--- src/rtl/rv_enc_pkg.sv ---
// Shared types and constants for the RV32I instruction encoder.
// Instruction classes, ALU operation codes, major opcodes and the NOP word.
package rv_enc_pkg;

    typedef enum logic [2:0] {
        CLS_R      = 3'd0,
        CLS_IALU   = 3'd1,
        CLS_LOAD   = 3'd2,
        CLS_STORE  = 3'd3,
        CLS_BRANCH = 3'd4,
        CLS_LUI    = 3'd5,
        CLS_JAL    = 3'd6,
        CLS_RSVD   = 3'd7
    } instr_class_e;

    localparam logic [3:0] ALU_ADD  = 4'd0;
    localparam logic [3:0] ALU_SLL  = 4'd1;
    localparam logic [3:0] ALU_SLT  = 4'd2;
    localparam logic [3:0] ALU_SLTU = 4'd3;
    localparam logic [3:0] ALU_XOR  = 4'd4;
    localparam logic [3:0] ALU_SRL  = 4'd5;
    localparam logic [3:0] ALU_SRA  = 4'd6;
    localparam logic [3:0] ALU_OR   = 4'd7;
    localparam logic [3:0] ALU_AND  = 4'd8;
    localparam logic [3:0] ALU_SUB  = 4'd9;

    localparam logic [6:0] OPC_OP     = 7'b0110011;
    localparam logic [6:0] OPC_OP_IMM = 7'b0010011;
    localparam logic [6:0] OPC_LOAD   = 7'b0000011;
    localparam logic [6:0] OPC_STORE  = 7'b0100011;
    localparam logic [6:0] OPC_BRANCH = 7'b1100011;
    localparam logic [6:0] OPC_LUI    = 7'b0110111;
    localparam logic [6:0] OPC_JAL    = 7'b1101111;

    localparam logic [31:0] NOP_INSTR = 32'h0000_0013;

    localparam int FIFO_DEPTH = 2;
    localparam int FIFO_WIDTH = 33;

    function automatic logic [2:0] alu_func3(input logic [3:0] op);
        logic [2:0] f3;
        case (op)
            ALU_SLL:  f3 = 3'd1;
            ALU_SLT:  f3 = 3'd2;
            ALU_SLTU: f3 = 3'd3;
            ALU_XOR:  f3 = 3'd4;
            ALU_SRL:  f3 = 3'd5;
            ALU_SRA:  f3 = 3'd5;
            ALU_OR:   f3 = 3'd6;
            ALU_AND:  f3 = 3'd7;
            default:  f3 = 3'd0;
        endcase
        return f3;
    endfunction

endpackage

--- src/rtl/instr_encoder_if.sv ---
// Request and output handshake bundle of the instruction encoder.
// master = request producer / word consumer, slave = encoder.
interface instr_encoder_if;
    logic        req_valid;
    logic        req_ready;
    logic [2:0]  req_class;
    logic [3:0]  req_alu_op;
    logic [2:0]  req_func3;
    logic [4:0]  req_rd;
    logic [4:0]  req_rs1;
    logic [4:0]  req_rs2;
    logic [31:0] req_imm;
    logic        out_valid;
    logic        out_ready;
    logic [31:0] out_instr;
    logic        out_illegal;

    modport master (
        output req_valid, req_class, req_alu_op, req_func3, req_rd, req_rs1, req_rs2, req_imm,
        output out_ready,
        input  req_ready, out_valid, out_instr, out_illegal
    );

    modport slave (
        input  req_valid, req_class, req_alu_op, req_func3, req_rd, req_rs1, req_rs2, req_imm,
        input  out_ready,
        output req_ready, out_valid, out_instr, out_illegal
    );
endinterface

--- src/rtl/enc_fifo.sv ---
// Two-entry buffer of {illegal, instr} words; head is visible straight from storage.
module enc_fifo
    import rv_enc_pkg::*;
(
    input  logic                  clk,
    input  logic                  reset,
    input  logic                  push,
    input  logic                  pop,
    input  logic [FIFO_WIDTH-1:0] din,
    output logic [FIFO_WIDTH-1:0] dout,
    output logic                  full,
    output logic                  empty
);
    logic [FIFO_WIDTH-1:0] mem_reg [FIFO_DEPTH];
    logic                  wr_ptr_reg;
    logic                  rd_ptr_reg;
    logic [1:0]            count_reg;
    logic                  push_ok;
    logic                  pop_ok;

    assign full    = (count_reg == 2'd2);
    assign empty   = (count_reg == 2'd0);
    assign push_ok = push && !full;
    assign pop_ok  = pop && !empty;
    assign dout    = mem_reg[rd_ptr_reg];

    always_ff @(posedge clk or negedge reset) begin
        if (!reset) begin
            for (int i = 0; i < FIFO_DEPTH; i++) begin
                mem_reg[i] <= '0;
            end
            wr_ptr_reg <= 1'b0;
            rd_ptr_reg <= 1'b0;
            count_reg  <= 2'd0;
        end else begin
            if (push_ok) begin
                mem_reg[wr_ptr_reg] <= din;
                wr_ptr_reg          <= ~wr_ptr_reg;
            end
            if (pop_ok) begin
                rd_ptr_reg <= ~rd_ptr_reg;
            end
            case ({push_ok, pop_ok})
                2'b10:   count_reg <= count_reg + 2'd1;
                2'b01:   count_reg <= count_reg - 2'd1;
                default: count_reg <= count_reg;
            endcase
        end
    end
endmodule

--- src/rtl/instr_encoder.sv ---
// RV32I instruction encoder: combinational encode into a 2-entry output buffer,
// illegal requests become a flagged NOP; counts legal and illegal accepts.
module instr_encoder
    import rv_enc_pkg::*;
(
    input  logic                  clk,
    input  logic                  reset,
    instr_encoder_if.slave        bus,
    output logic [15:0]           enc_count,
    output logic [7:0]            err_count
);
    instr_class_e          cls;
    logic [31:0]           enc_word;
    logic                  enc_illegal;
    logic [2:0]            f3_alu;
    logic [6:0]            f7_alu;
    logic                  is_shift;
    logic [3:0]            op;
    logic [31:0]           imm;

    logic                  req_ready_reg;
    logic [15:0]           enc_count_reg;
    logic [7:0]            err_count_reg;
    logic                  push;
    logic                  pop;
    logic                  fifo_full;
    logic                  fifo_empty;
    logic [FIFO_WIDTH-1:0] fifo_dout;
    logic [1:0]            occ;
    logic [1:0]            occ_next;

    assign cls      = instr_class_e'(bus.req_class);
    assign op       = bus.req_alu_op;
    assign imm      = bus.req_imm;
    assign f3_alu   = alu_func3(op);
    assign f7_alu   = (op == ALU_SUB || op == ALU_SRA) ? 7'b0100000 : 7'b0000000;
    assign is_shift = (op == ALU_SLL || op == ALU_SRL || op == ALU_SRA);

    always_comb begin
        enc_word    = NOP_INSTR;
        enc_illegal = 1'b0;
        case (cls)
            CLS_R: begin
                if (op > ALU_SUB) enc_illegal = 1'b1;
                else enc_word = {f7_alu, bus.req_rs2, bus.req_rs1, f3_alu, bus.req_rd, OPC_OP};
            end
            CLS_IALU: begin
                if (op >= ALU_SUB) enc_illegal = 1'b1;
                else if (is_shift)
                    enc_word = {f7_alu, imm[4:0], bus.req_rs1, f3_alu, bus.req_rd, OPC_OP_IMM};
                else
                    enc_word = {imm[11:0], bus.req_rs1, f3_alu, bus.req_rd, OPC_OP_IMM};
            end
            CLS_LOAD: begin
                if (bus.req_func3 == 3'd3 || bus.req_func3 >= 3'd6) enc_illegal = 1'b1;
                else enc_word = {imm[11:0], bus.req_rs1, bus.req_func3, bus.req_rd, OPC_LOAD};
            end
            CLS_STORE: begin
                if (bus.req_func3 > 3'd2) enc_illegal = 1'b1;
                else enc_word = {imm[11:5], bus.req_rs2, bus.req_rs1, bus.req_func3,
                                 imm[4:0], OPC_STORE};
            end
            CLS_BRANCH: begin
                if (bus.req_func3 == 3'd2 || bus.req_func3 == 3'd3 || imm[0]) enc_illegal = 1'b1;
                else enc_word = {imm[12], imm[10:5], bus.req_rs2, bus.req_rs1, bus.req_func3,
                                 imm[4:1], imm[11], OPC_BRANCH};
            end
            CLS_LUI: enc_word = {imm[31:12], bus.req_rd, OPC_LUI};
            CLS_JAL: begin
                if (imm[0]) enc_illegal = 1'b1;
                else enc_word = {imm[20], imm[10:1], imm[11], imm[19:12], bus.req_rd, OPC_JAL};
            end
            default: enc_illegal = 1'b1;
        endcase
        if (enc_illegal) enc_word = NOP_INSTR;
    end

    assign push     = bus.req_valid && req_ready_reg;
    assign pop      = bus.out_valid && bus.out_ready;
    assign occ      = fifo_full ? 2'd2 : (fifo_empty ? 2'd0 : 2'd1);
    assign occ_next = occ + 2'(push) - 2'(pop);

    // Ready looks at next-cycle occupancy so out_ready never reaches req_ready combinationally.
    always_ff @(posedge clk or negedge reset) begin
        if (!reset) begin
            req_ready_reg <= 1'b0;
            enc_count_reg <= 16'd0;
            err_count_reg <= 8'd0;
        end else begin
            req_ready_reg <= (occ_next < 2'd2);
            if (push) begin
                if (enc_illegal) begin
                    if (err_count_reg != 8'hFF) err_count_reg <= err_count_reg + 8'd1;
                end else begin
                    enc_count_reg <= enc_count_reg + 16'd1;
                end
            end
        end
    end

    enc_fifo u_fifo (
        .clk   (clk),
        .reset (reset),
        .push  (push),
        .pop   (pop),
        .din   ({enc_illegal, enc_word}),
        .dout  (fifo_dout),
        .full  (fifo_full),
        .empty (fifo_empty)
    );

    assign bus.req_ready   = req_ready_reg;
    assign bus.out_valid   = !fifo_empty;
    assign bus.out_instr   = fifo_dout[31:0];
    assign bus.out_illegal = fifo_dout[32];
    assign enc_count       = enc_count_reg;
    assign err_count       = err_count_reg;
endmodule
--- src/flat_wrapper.sv ---
// flat-port wrapper written by rule: the top's interface ports become plain ports
module instr_encoder_flat import rv_enc_pkg::*;
  (clk, reset, enc_count, err_count, bus_req_valid, bus_req_class, bus_req_alu_op, bus_req_func3, bus_req_rd, bus_req_rs1, bus_req_rs2, bus_req_imm, bus_out_ready, bus_req_ready, bus_out_valid, bus_out_instr, bus_out_illegal);
  instr_encoder_if bus_i ();
  input  logic clk;
  input  logic reset;
  output logic [15:0] enc_count;
  output logic [7:0] err_count;
  input wire logic [$bits(bus_i.req_valid)-1:0] bus_req_valid;
  input wire logic [$bits(bus_i.req_class)-1:0] bus_req_class;
  input wire logic [$bits(bus_i.req_alu_op)-1:0] bus_req_alu_op;
  input wire logic [$bits(bus_i.req_func3)-1:0] bus_req_func3;
  input wire logic [$bits(bus_i.req_rd)-1:0] bus_req_rd;
  input wire logic [$bits(bus_i.req_rs1)-1:0] bus_req_rs1;
  input wire logic [$bits(bus_i.req_rs2)-1:0] bus_req_rs2;
  input wire logic [$bits(bus_i.req_imm)-1:0] bus_req_imm;
  input wire logic [$bits(bus_i.out_ready)-1:0] bus_out_ready;
  output wire logic [$bits(bus_i.req_ready)-1:0] bus_req_ready;
  output wire logic [$bits(bus_i.out_valid)-1:0] bus_out_valid;
  output wire logic [$bits(bus_i.out_instr)-1:0] bus_out_instr;
  output wire logic [$bits(bus_i.out_illegal)-1:0] bus_out_illegal;
  assign bus_i.req_valid = bus_req_valid;
  assign bus_i.req_class = bus_req_class;
  assign bus_i.req_alu_op = bus_req_alu_op;
  assign bus_i.req_func3 = bus_req_func3;
  assign bus_i.req_rd = bus_req_rd;
  assign bus_i.req_rs1 = bus_req_rs1;
  assign bus_i.req_rs2 = bus_req_rs2;
  assign bus_i.req_imm = bus_req_imm;
  assign bus_i.out_ready = bus_out_ready;
  assign bus_req_ready = bus_i.req_ready;
  assign bus_out_valid = bus_i.out_valid;
  assign bus_out_instr = bus_i.out_instr;
  assign bus_out_illegal = bus_i.out_illegal;
  instr_encoder u_core (.clk(clk), .reset(reset), .bus(bus_i), .enc_count(enc_count), .err_count(err_count));
endmodule
--- config.mk ---
export PLATFORM = sky130hd
export DESIGN_NAME = instr_encoder_flat
export DESIGN_NICKNAME = d
export VERILOG_FILES = /design/src/rtl/rv_enc_pkg.sv /design/src/rtl/instr_encoder_if.sv /design/src/rtl/enc_fifo.sv /design/src/rtl/instr_encoder.sv /design/src/flat_wrapper.sv
export SDC_FILE = /design/constraint.sdc
export NUM_CORES = 1
export LEC_CHECK = 0
export CAP_MARGIN = 5
export CORE_MARGIN = 5
export CORE_UTILIZATION = 51
export CTS_BUF_LIST = sky130_fd_sc_hd__clkbuf_8
export DETAILED_ROUTE_END_ITERATION = 6
export GPL_TIMING_DRIVEN = 1
export PLACE_DENSITY_LB_ADDON = 0.1
export SYNTH_ARGS = -nofsm -noshare
export SYNTH_HDL_FRONTEND = slang
export SYNTH_SLANG_ARGS = --single-unit
--- constraint.sdc ---
create_clock -name clk -period 2.6 [get_ports clk]
set_clock_uncertainty 0.15 [all_clocks]
set_input_delay 0.78 -clock clk [delete_from_list [all_inputs] [get_ports clk]]
set_output_delay 0.78 -clock clk [all_outputs]
set_load 0.005 [all_outputs]
==> reports/metrics.json <==
{
  "outcome": {
    "status": "finished, final reports clean"
  },
  "final_layout": {
    "finish.cell_count_without_fillers": 803,
    "syn_to_layout_area_delta_pct": 45.4,
    "finish.instance_area_sq_mm": 0.00716,
    "finalNetCount": 739,
    "postLayoutCoreUtil": 0.768,
    "n_antenna_cell": 0,
    "drive_above_1_share": 0.320,
    "num-fill-cells": 660,
    "largest_reg_flops": 64
  },
  "synthesis": {
    "syn_nets": 552,
    "synth-seq-area-share": 0.473,
    "primary_flip_flop_cell_chosen_by_synthesis_mapping": "sky130_fd_sc_hd__dfrtp_1",
    "ys_top_cells_by_area": "sky130_fd_sc_hd__dfrtp_1 (47%), sky130_fd_sc_hd__mux2_2 (12%), sky130_fd_sc_hd__o21ai_0 (4.6%)",
    "syn-instance-count": 482,
    "synth.distinct_cells": 53,
    "synth_async_sr_flop_share": 1.00,
    "mapped_cell_area_sq_mm": 0.00492,
    "synth_enable_flop_cells": 0,
    "synthDominantAreaCellType": "sky130_fd_sc_hd__dfrtp_1",
    "synthesis.yosys.warnings": 0,
    "syn_area_per_cell_sq_um": 10.2,
    "ys_seq_elements": 93,
    "synth_top_area_frac": 0.473
  },
  "place": {
    "post-dp-hpwl_mm": 10.1,
    "place.detailed.instances": 771,
    "placement.cell_area_sq_mm": 0.00677,
    "placement.io_buffers": 119,
    "placer_congestion_estimate": 0.834
  },
  "clocking": {
    "numClockSinks": 93,
    "cts-buffers-inserted": 9,
    "ctsRootBufferMaster": "sky130_fd_sc_hd__clkbuf_8",
    "htreeDepth": 3,
    "clock_insertion_delay_at_the_later_pin_of_the_skew_report_ns": 0.37,
    "cts_buffer_depth": 2,
    "tritoncts": "built",
    "clk_pin_slew_ns": 0.11
  },
  "worst_setup_path": {
    "critPathMaxFanout": 6,
    "timing.critical_path.cells": "buf_2 > inv_6 > ha_4 > or3b_4 > a32o_2 > buf_4 > a211o_4 > buf_4 > nor3b_1 > xor2_1",
    "cp.required_ns": 2.70,
    "rrSetupSlack_ns": 0.43,
    "setup.worst_path.end_class": "flop",
    "worst_path_dominant_cell_family": "compound AO/OA/AOI/OAI gates",
    "rr_startpoint": "u_core.enc_count[3]$_DFFE_PN0P_",
    "timing.critical_path.slowest_cell_delay_ns": 0.38,
    "timing.critical_path.from_type": "input pin",
    "worstSetupPathDepth": 10,
    "slowest_stage": "sky130_fd_sc_hd__or3b_4",
    "timing.critical_path.arrival_ns": 2.64,
    "crit_start": "bus_req_alu_op[1]",
    "critical_register_to_register_path_endpoint": "u_core.enc_count[15]$_DFFE_PN0P_",
    "cp-endpoint": "u_core.err_count[5]$_DFFE_PN0P_",
    "cp_common_cell": "sky130_fd_sc_hd__buf_4",
    "rr_worst_depth": 5,
    "category_of_the_most_critical_setup_path": "in2reg",
    "critPathBufInv": 4
  },
  "pwr": {
    "total_power_uw": 6170,
    "ir_drop_mv": 0.500,
    "p_per_area_mw_per_mm2": 862,
    "cellLeakagePower_uw": 0.00333
  },
  "sta": {
    "fin_tns_setup_ns": 0,
    "max_slew_margin": 0.569,
    "drv_slew": 0,
    "hold_viol_final": 0,
    "finalCriticalPeriod_ns": 2.54,
    "timing.fmax_mhz": 394,
    "period_share": 0.977,
    "tightestPinTransition_ns": 0.647,
    "setup_viol": 0
  },
  "job": {
    "max-cap-violations": 0
  },
  "global_routing": {
    "antenna_found_initial": 0,
    "global_route_wire_length_before_repair_mm": 22.9,
    "globalRouteTotalUtil": 0.248,
    "first_global_vias": 4644,
    "pin_count_of_the_biggest_net_entering_global_routing": 51,
    "grt_remaining_overflow": 0
  },
  "floorplan": {
    "io-pin-count": 120,
    "die-width_um": 108,
    "die_area_sq_mm": 0.0117,
    "area_inside_the_core_boundary_sq_mm": 0.00933,
    "floorplan.die.height_um": 108,
    "start_util": 0.528,
    "placement_rows": 35
  },
  "routing": {
    "drt_drc_violations_left": 0,
    "routedWlPerCell_um": 17.5,
    "detailed_router_s_first_iteration_violation_count": 300,
    "detailedRoute.firstPassIterationCount": 5,
    "number_of_vias_in_the_routed_layout": 4390,
    "drt.antenna.violating_nets": 0,
    "routed_via_density": 5.47,
    "finalWirelength_mm": 14.1
  },
  "worst_hold_path": {
    "min_path_type": "in2async"
  }
}
## what timing repair did
action,in CTS,in global routing
pin swaps,6,2
setup buffers,12,1
setup endpoints to repair,110,75
gates resized for setup,96,44
hold buffers,0,0
cloned,3,0
## cell families after synthesis
| logic type | Yosys count | synth area share |
|---|---|---|
| XOR/XNOR | 26 | 0.0463 |
| adder cells (fa/ha/maj) | 9 | 0.0229 |
| buffers and inverters | 45 | 0.0386 |
| flip-flops | 93 | 0.473 |
| AO/OA/AOI/OAI | 103 | 0.137 |
| AND/OR/NAND/NOR | 154 | 0.163 |
| multiplexers | 52 | 0.120 |
## metrics by stage
stage          worst slack (ns)  hold slack, ns
3_5_place_dp             -0.854           0.299
5_1_grt               -0.000433           0.318
3_3_place_gp             -0.808           0.295
2_1_floorplan           -0.0694           0.278
4_1_cts                 -0.0825           0.291
6_report                 0.0596           0.277
## worst min-delay path by stage
stage | startpoint | endpoint | slack, ns | depth (start not counted)
CTS | reset | u_core.enc_count[5]$_DFFE_PN0P_ | 0.29 | 1
floorplan | u_core.u_fifo.mem_reg[1]$_DFFE_PN0P_ | u_core.u_fifo.mem_reg[1]$_DFFE_PN0P_ | 0.28 | 1
finish | reset | u_core.u_fifo.mem_reg[61]$_DFFE_PN0P_ | 0.28 | 1
detailed placement | u_core.u_fifo.mem_reg[34]$_DFFE_PN0P_ | u_core.u_fifo.mem_reg[34]$_DFFE_PN0P_ | 0.30 | 1
global route | reset | u_core.u_fifo.mem_reg[61]$_DFFE_PN0P_ | 0.32 | 1
global placement | u_core.u_fifo.mem_reg[1]$_DFFE_PN0P_ | u_core.u_fifo.mem_reg[1]$_DFFE_PN0P_ | 0.29 | 1
## where the power goes
part | switching (uW) | leakage [uW] | internal (uW) | total [uW]
combinational | 1210 | 0.00205 | 1600 | 2800
clock | 535 | 0.000107 | 482 | 1020
sequential | 358 | 0.00117 | 1990 | 2350
## synthesized netlist by cell type (4+ instances only)
library cell / instances
sky130_fd_sc_hd__nor2_1: 29
sky130_fd_sc_hd__nor3_1: 10
sky130_fd_sc_hd__dfrtp_1: 93
sky130_fd_sc_hd__a22oi_1: 10
sky130_fd_sc_hd__nor3b_1: 5
sky130_fd_sc_hd__nand4_1: 8
sky130_fd_sc_hd__inv_1: 16
sky130_fd_sc_hd__buf_2: 8
sky130_fd_sc_hd__o211ai_1: 4
sky130_fd_sc_hd__xor2_1: 14
sky130_fd_sc_hd__and3_1: 8
sky130_fd_sc_hd__ha_1: 9
sky130_fd_sc_hd__mux2_2: 51
sky130_fd_sc_hd__a21oi_1: 6
sky130_fd_sc_hd__nand2b_1: 10
sky130_fd_sc_hd__clkbuf_1: 19
sky130_fd_sc_hd__nand3_1: 8
sky130_fd_sc_hd__a31oi_1: 13
sky130_fd_sc_hd__xnor2_1: 12
sky130_fd_sc_hd__o21ai_0: 45
sky130_fd_sc_hd__a221o_1: 5
sky130_fd_sc_hd__nand2_1: 51
## per-layer routing
metal / track usage / up-vias / part of all wire
li1: - / 2098 / -
met4: 0.0721 / 0 / 0.014
met1: 0.324 / 2124 / 0.43
met3: 0.0513 / 15 / 0.065
met5: 0 / - / 0
met2: 0.416 / 153 / 0.50
## placed cells by master (no fill, tap or decap), types with 5 or more instances in the layout
cell,count
sky130_fd_sc_hd__a221o_1,5
sky130_fd_sc_hd__a22oi_1,6
sky130_fd_sc_hd__a31oi_1,13
sky130_fd_sc_hd__and3_1,8
sky130_fd_sc_hd__buf_12,5
sky130_fd_sc_hd__buf_4,75
sky130_fd_sc_hd__clkbuf_2,24
sky130_fd_sc_hd__clkbuf_8,10
sky130_fd_sc_hd__clkdlybuf4s50_1,77
sky130_fd_sc_hd__dfrtp_1,92
sky130_fd_sc_hd__dlygate4sd2_1,11
sky130_fd_sc_hd__ha_1,7
sky130_fd_sc_hd__inv_1,15
sky130_fd_sc_hd__mux2_2,49
sky130_fd_sc_hd__nand2_1,51
sky130_fd_sc_hd__nand2b_1,9
sky130_fd_sc_hd__nand3_1,7
sky130_fd_sc_hd__nand4_1,8
sky130_fd_sc_hd__nor2_1,29
sky130_fd_sc_hd__nor3_1,7
sky130_fd_sc_hd__o21ai_0,42
sky130_fd_sc_hd__xnor2_1,12
sky130_fd_sc_hd__xor2_1,14
## area by class of cell
| type | count | area [sq um] | area share |
|---|---|---|---|
| multi-input combinational | 345 | 2600 | 0.363 |
| clock buffer | 10 | 138 | 0.0192 |
| sequential | 93 | 2330 | 0.325 |
| tap | 129 | 161 | 0.0225 |
| timing repair buffer | 204 | 1800 | 0.251 |
| inverter | 16 | 67.6 | 0.00944 |
| clock inverter | 6 | 70.1 | 0.00979 |
(Power assumes the default switching activity.)
